--- src/rtl/rv32i_types.sv ---
// -----------------------------------------------------------------------------
// rv32i_types -- types shared across the RV32I core and its memory hierarchy.
//
// Contents:
//   rv32i_word   : 32-bit architectural word
//   rv32i_reg    : 5-bit register index
//   arb_state_t  : state encoding of the L1 I/D -> L2 arbiter (l1_l2_arbiter)
// -----------------------------------------------------------------------------
package rv32i_types;

  typedef logic [31:0] rv32i_word;
  typedef logic [4:0]  rv32i_reg;

  // Explicit encodings keep the state values stable in waveforms and in any
  // legacy code that compares against raw bit patterns.
  typedef enum logic [1:0] {
    IDLE    = 2'b00,
    SERVE_I = 2'b01,
    SERVE_D = 2'b10
  } arb_state_t;

endpackage : rv32i_types

--- src/rtl/l1_l2_arbiter.sv ---
// -----------------------------------------------------------------------------
// l1_l2_arbiter -- shares one L2 port between the L1 I-cache and L1 D-cache.
//
// A requester is granted on a clock edge (registered grant); while it owns the
// port its request is forwarded combinationally to the L2 and the L2 response
// is routed back combinationally. The owner is never preempted; ownership
// returns to IDLE on the edge that sees l2_resp (or as soon as the owner drops
// its request), so a new grant always follows at least one IDLE cycle.
//
// Configuration macro:
//   ARB_ROUND_ROBIN_EN  defined   : contention goes to the requester that was
//                                   not granted last (1-bit last-owner reg).
//                       undefined : D-cache wins every contention.
//
// Ports:
//   clk, rst                       clock, async active-low reset
//   i_read, i_address              I-cache line read request
//   i_rdata, i_resp                I-cache read data / completion pulse
//   d_read, d_write, d_address,    D-cache line request
//   d_wdata
//   d_rdata, d_resp                D-cache read data / completion pulse
//   l2_read, l2_write, l2_address, request to the shared L2
//   l2_wdata
//   l2_rdata, l2_resp              L2 read data / completion
// -----------------------------------------------------------------------------
module l1_l2_arbiter
  import rv32i_types::*;
#(
  parameter int LINE_W = 256,
  parameter int ADDR_W = 32
) (
  input  logic              clk,
  input  logic              rst,

  input  logic              i_read,
  input  logic [ADDR_W-1:0] i_address,
  output logic [LINE_W-1:0] i_rdata,
  output logic              i_resp,

  input  logic              d_read,
  input  logic              d_write,
  input  logic [ADDR_W-1:0] d_address,
  input  logic [LINE_W-1:0] d_wdata,
  output logic [LINE_W-1:0] d_rdata,
  output logic              d_resp,

  output logic              l2_read,
  output logic              l2_write,
  output logic [ADDR_W-1:0] l2_address,
  output logic [LINE_W-1:0] l2_wdata,
  input  logic [LINE_W-1:0] l2_rdata,
  input  logic              l2_resp
);

  arb_state_t state_q;
  arb_state_t state_d;
  arb_state_t contention_grant;
  logic       d_req;

`ifdef ARB_ROUND_ROBIN_EN
  // 1 = D-cache received the most recent grant. Reset value 0 makes the first
  // contention go to D.
  logic last_d_q;
`endif

  always_comb begin
    // NOTE: every output and the next state get a default first, so no path
    // through the case leaves them unassigned and no latch is inferred.
    state_d    = state_q;
    l2_read    = 1'b0;
    l2_write   = 1'b0;
    l2_address = '0;
    l2_wdata   = '0;
    i_resp     = 1'b0;
    d_resp     = 1'b0;
    // Read data is a straight wire; only the resp pulses qualify it.
    i_rdata    = l2_rdata;
    d_rdata    = l2_rdata;

    d_req = d_read | d_write;

`ifdef ARB_ROUND_ROBIN_EN
    contention_grant = last_d_q ? SERVE_I : SERVE_D;
`else
    contention_grant = SERVE_D;
`endif

    case (state_q)
      IDLE: begin
        if (d_req && i_read) state_d = contention_grant;
        else if (d_req)      state_d = SERVE_D;
        else if (i_read)     state_d = SERVE_I;
      end

      SERVE_I: begin
        // A dropped request abandons the transaction silently: nothing is
        // forwarded and any L2 response in this cycle is not reported.
        if (!i_read) begin
          state_d = IDLE;
        end else begin
          l2_read    = 1'b1;
          l2_address = i_address;
          i_resp     = l2_resp;
          if (l2_resp) state_d = IDLE;
        end
      end

      SERVE_D: begin
        if (!d_req) begin
          state_d = IDLE;
        end else begin
          // Read and write together forward the write only.
          l2_write   = d_write;
          l2_read    = d_read & ~d_write;
          l2_address = d_address;
          l2_wdata   = d_wdata;
          d_resp     = l2_resp;
          if (l2_resp) state_d = IDLE;
        end
      end

      default: state_d = IDLE;
    endcase
  end

  // NOTE: state registers use non-blocking assignments so every flop samples
  // the pre-edge values, independent of statement order.
  always_ff @(posedge clk or negedge rst) begin
    if (!rst) begin
      state_q  <= IDLE;
`ifdef ARB_ROUND_ROBIN_EN
      last_d_q <= 1'b0;
`endif
    end else begin
      state_q  <= state_d;
`ifdef ARB_ROUND_ROBIN_EN
      // A grant is exactly an IDLE -> SERVE_x transition.
      if (state_q == IDLE && state_d != IDLE) last_d_q <= (state_d == SERVE_D);
`endif
    end
  end

endmodule : l1_l2_arbiter

--- config.mk ---
export PLATFORM = sky130hd
export DESIGN_NAME = l1_l2_arbiter
export DESIGN_NICKNAME = d
export VERILOG_FILES = /design/src/rtl/rv32i_types.sv /design/src/rtl/l1_l2_arbiter.sv
export SDC_FILE = /design/constraint.sdc
export NUM_CORES = 1
export LEC_CHECK = 0
export ABC_AREA = 1
export CAP_MARGIN = 25
export CORE_AREA = 2 2 545 547
export CTS_CLUSTER_DIAMETER = 40
export DETAILED_ROUTE_END_ITERATION = 7
export DIE_AREA = 0 0 547 549
export PLACE_DENSITY = 0.3
export SKIP_LAST_GASP = 1
export SYNTH_ARGS = -nofsm -noshare
export SYNTH_HDL_FRONTEND = slang
export SYNTH_SLANG_ARGS = --single-unit
--- constraint.sdc ---
create_clock -name clk -period 1.99 [get_ports clk]
set_input_delay 0.2985 -clock clk [delete_from_list [all_inputs] [get_ports clk]]
set_output_delay 0.2985 -clock clk [all_outputs]
set_load 0.05 [all_outputs]
==> key figures, run 1 <==
Cells and area
  – Number of flip-flops under the largest register name: 2
  – Synth-to-Final Area Change: 144%
  – Post-layout util: 0.0705
  – Post-route cell area: 20800 um^2
  – Reg with most FFs: state_q
  – Commonest cells after routing, fill and taps aside: 322 x clkdlybuf4s50_1, 273 x buf_12, 261 x inv_1
  – Fraction of layout cells with a size suffix above 1: 0.548
  – Largest regs: state_q (2)
  – Most common cell after layout, fill and taps aside: clkdlybuf4s50_1
  – Fin nets: 1974

Power and ir drop
  – Internal power: 9.26 mW
  – Part of the power in registers: 0.004
  – Clock power frac: 0.014
  – Net switching power figure: 12.3 mW
  – LEAKAGE: 7.01 nW
  – Power density cells: 1040 nW/um^2
  – Switching share of power: 0.571
  – Worst VDD drop: 0.568 mV
  – Gate power share: 0.983

Yosys
  – Synth warnings: 0
  – Synth area leader: buf_4
  – Share of the synthesized area in the top cell type: 0.452
  – Syn_area_per_cell: 7.06 um^2
  – Mapped Nets: 1791
  – Mapped Cells: 1204
  – #FFs+latches synth: 2
  – Sequential fraction of the synthesis area: 0.00588
  – Post-synth cell types: 17
  – Mapped Area: 8510 um^2
  – Top cells by area, synth: buf_4 45%, nor2_4 27%, inv_1 12%

Critical path
  – Buf/Inv on CP: 5
  – Critical Path End Type: output pin
  – Critical Path Start Type: register
  – CP Cell Sequence: buf_4, ha_4, nand2_8, buf_16, buf_16, buf_4, nor2_4, buf_12
  – Critical path's largest stage delay: 0.40 ns
  – Slowest CP cell: dfrtp_1
  – Crit Path Max Fanout: 9
  – Critical path type: register to output pin
  – Critical Path AT: 1.86 ns
  – WP data required: 1.69 ns
  – CP delay by family, top: buffers and inverters

Timing
  – Slew HR: 0.569
  – Fin crit share: 1.08
  – Fin. Hold Viols: 0
  – Final setup fails: 213
  – Worst Tran Pin Value: 0.647 ns
  – Final worst slack: -0.169 ns
  – Slew Limit Fails: 0
  – Minimum clock period: 2.16 ns
  – RSZ-0062 raised after global routing: yes
  – Clk_skew: 0.00244 ns
  – Fmax: 463 MHz

Global routing
  – Initial antenna violation count: 153
  – Grt ovf: 0
  – Number of global-route vias before repair: 8480
  – Largest net degree at the start of global routing: 20
  – First-pass GRT wire length: 214000 um
  – Tot GR Track Use: 0.123

Floorplan
  – Starting Density: 0.0288
  – I/O Pins: 1386
  – Horiz. Die Dim: 547 um
  – Rows: 200
  – Die area: 300000 um^2
  – Core area: 295000 um^2
  – Die H: 549 um

Route
  – DR pass1 iterations: 4
  – Total wire length: 193000 um
  – Antenna Nets Post-Route: 0
  – DRC: 0
  – Via density: 1.62
  – WL/cell: 36.1 um
  – Vias: 8670
  – Starting DRC count in detailed routing: 312

Placed design
  – DP Area: 18500 um^2
  – Pre-CTS WS: -0.677 ns
  – Port Buf Inserts: 617
  – Final Wtd Congestion: 0.749
  – Detailed placer's ending HPWL: 187000 um

Hold path
  – Min-delay worst type: primary input to async pin

Clock network
  – Hold-fix buffers at CTS: 0
  – Clk Latency, worst-skew pair: 0.22 ns
  – CTS max path bufs: 2
  – Clock tree from TritonCTS: built
  – Clk slew on worst S/H paths: 0.03 ns
  – H-Tree Level Count: 1
  – Clk sink count: 2
  – CTS Buf Count: 3
  – Clock Root Buffer: clkbuf_16

Outcome
  – Failing checks: negative setup slack
  – Status: complete, but fails checks

Job
  – Max Cap Viol: 0
==> cell type report <==
type,count,area [um^2]
clock buffer,3,75.1
inverter,268,1020
antenna,20,50.0
timing repair buffer,727,10300
multi-input combinational,385,4320
tap,3939,4930
fill,34400,274000
sequential,2,50.0
==> routing by layer <==
layer  vias up  part of all wire  track usage
met1      3461              0.28        0.102
met3       402              0.30        0.169
met4        20             0.036       0.0296
met2      1549              0.38        0.169
met5         -            0.0019      0.00601
li1       3238                 -            -
==> final timing paths <==
check	from	end	slack (ns)	cells after the start
min in group clk	l2_rdata[121]	i_rdata[121]	0.60	0
worst min register to register	state_q[0]$_DFFE_PN0P_	state_q[0]$_DFFE_PN0P_	0.76	4
worst min-delay path	rst	state_q[1]$_DFFE_PN0P_	0.26	1
max in group asynchronous	rst	state_q[0]$_DFFE_PN0P_	1.59	1
worst max register to register	state_q[0]$_DFFE_PN0P_	state_q[0]$_DFFE_PN0P_	0.53	9
worst max-delay path	state_q[1]$_DFFE_PN0P_	l2_wdata[47]	-0.17	8
==> logic make-up (layout without fill, tap and decap cells) <==
logic type / after synthesis / after routing / synth area share
AOI/OAI and AO/OA: 33 / 33 / 0.0194
adders and majority gates: 5 / 5 / 0.00736
DFF: 2 / 2 / 0.00588
and+or+nand+nor: 347 / 347 / 0.334
buffers and inverters: 817 / 998 / 0.633
other: 0 / 20 / 0
==> what timing repair did <==
action	in CTS	in global routing
setup endpoints to repair	290	262
gates cloned	10	7
pin swaps	29	23
buffers inserted	18	18
endpoints found under the hold margin	0	0
resized for setup	207	105
==> cell usage after synthesis <==
master and n:
nand2_4 2, dfrtp_1 2, a21oi_1 33, buf_4 512, clkbuf_1 3, inv_2 2, nand3b_1 1, nand3_1 5
buf_2 8, buf_12 22, nor2_1 61, ha_1 5, nand4_1 2, nand2_1 75, inv_1 266, nor2_4 201
buf_6 4
==> stage by stage <==
| step | total power, mW | cells | hold slack [ns] | setup TNS, ns |
|---|---|---|---|---|
| 2_1_floorplan | 11.9 | 1204 | 0.00291 | -1.44 |
| 3_3_place_gp | 18.5 | 5271 | 0.490 | -105.64 |
| 3_5_place_dp | 18.5 | 5271 | 0.502 | -100.75 |
| 4_1_cts | 21.0 | 5301 | 0.273 | -23.91 |
| 5_1_grt | 22.6 | 5330 | 0.266 | -33.99 |
| 6_report | 21.6 | 5344 | 0.264 | -19.84 |
==> power groups by stage <==
stage	Combinational [mW]	Sequential, mW	Clock, mW
global route	22.2	0.0778	0.308
global placement	18.4	0.0753	0
finish	21.2	0.0760	0.295
floorplan	11.8	0.0756	0
CTS	20.7	0.0753	0.301
detailed placement	18.4	0.0749	0
No activity file was read; power rests on OpenSTA's default activity.
==> inputs of run 2 (changes only) <==
Settings changed: SLEW_MARGIN set to 10.
==> results of run 2 <==
The final DEF is identical to that of run 1; final timing and power are the same.
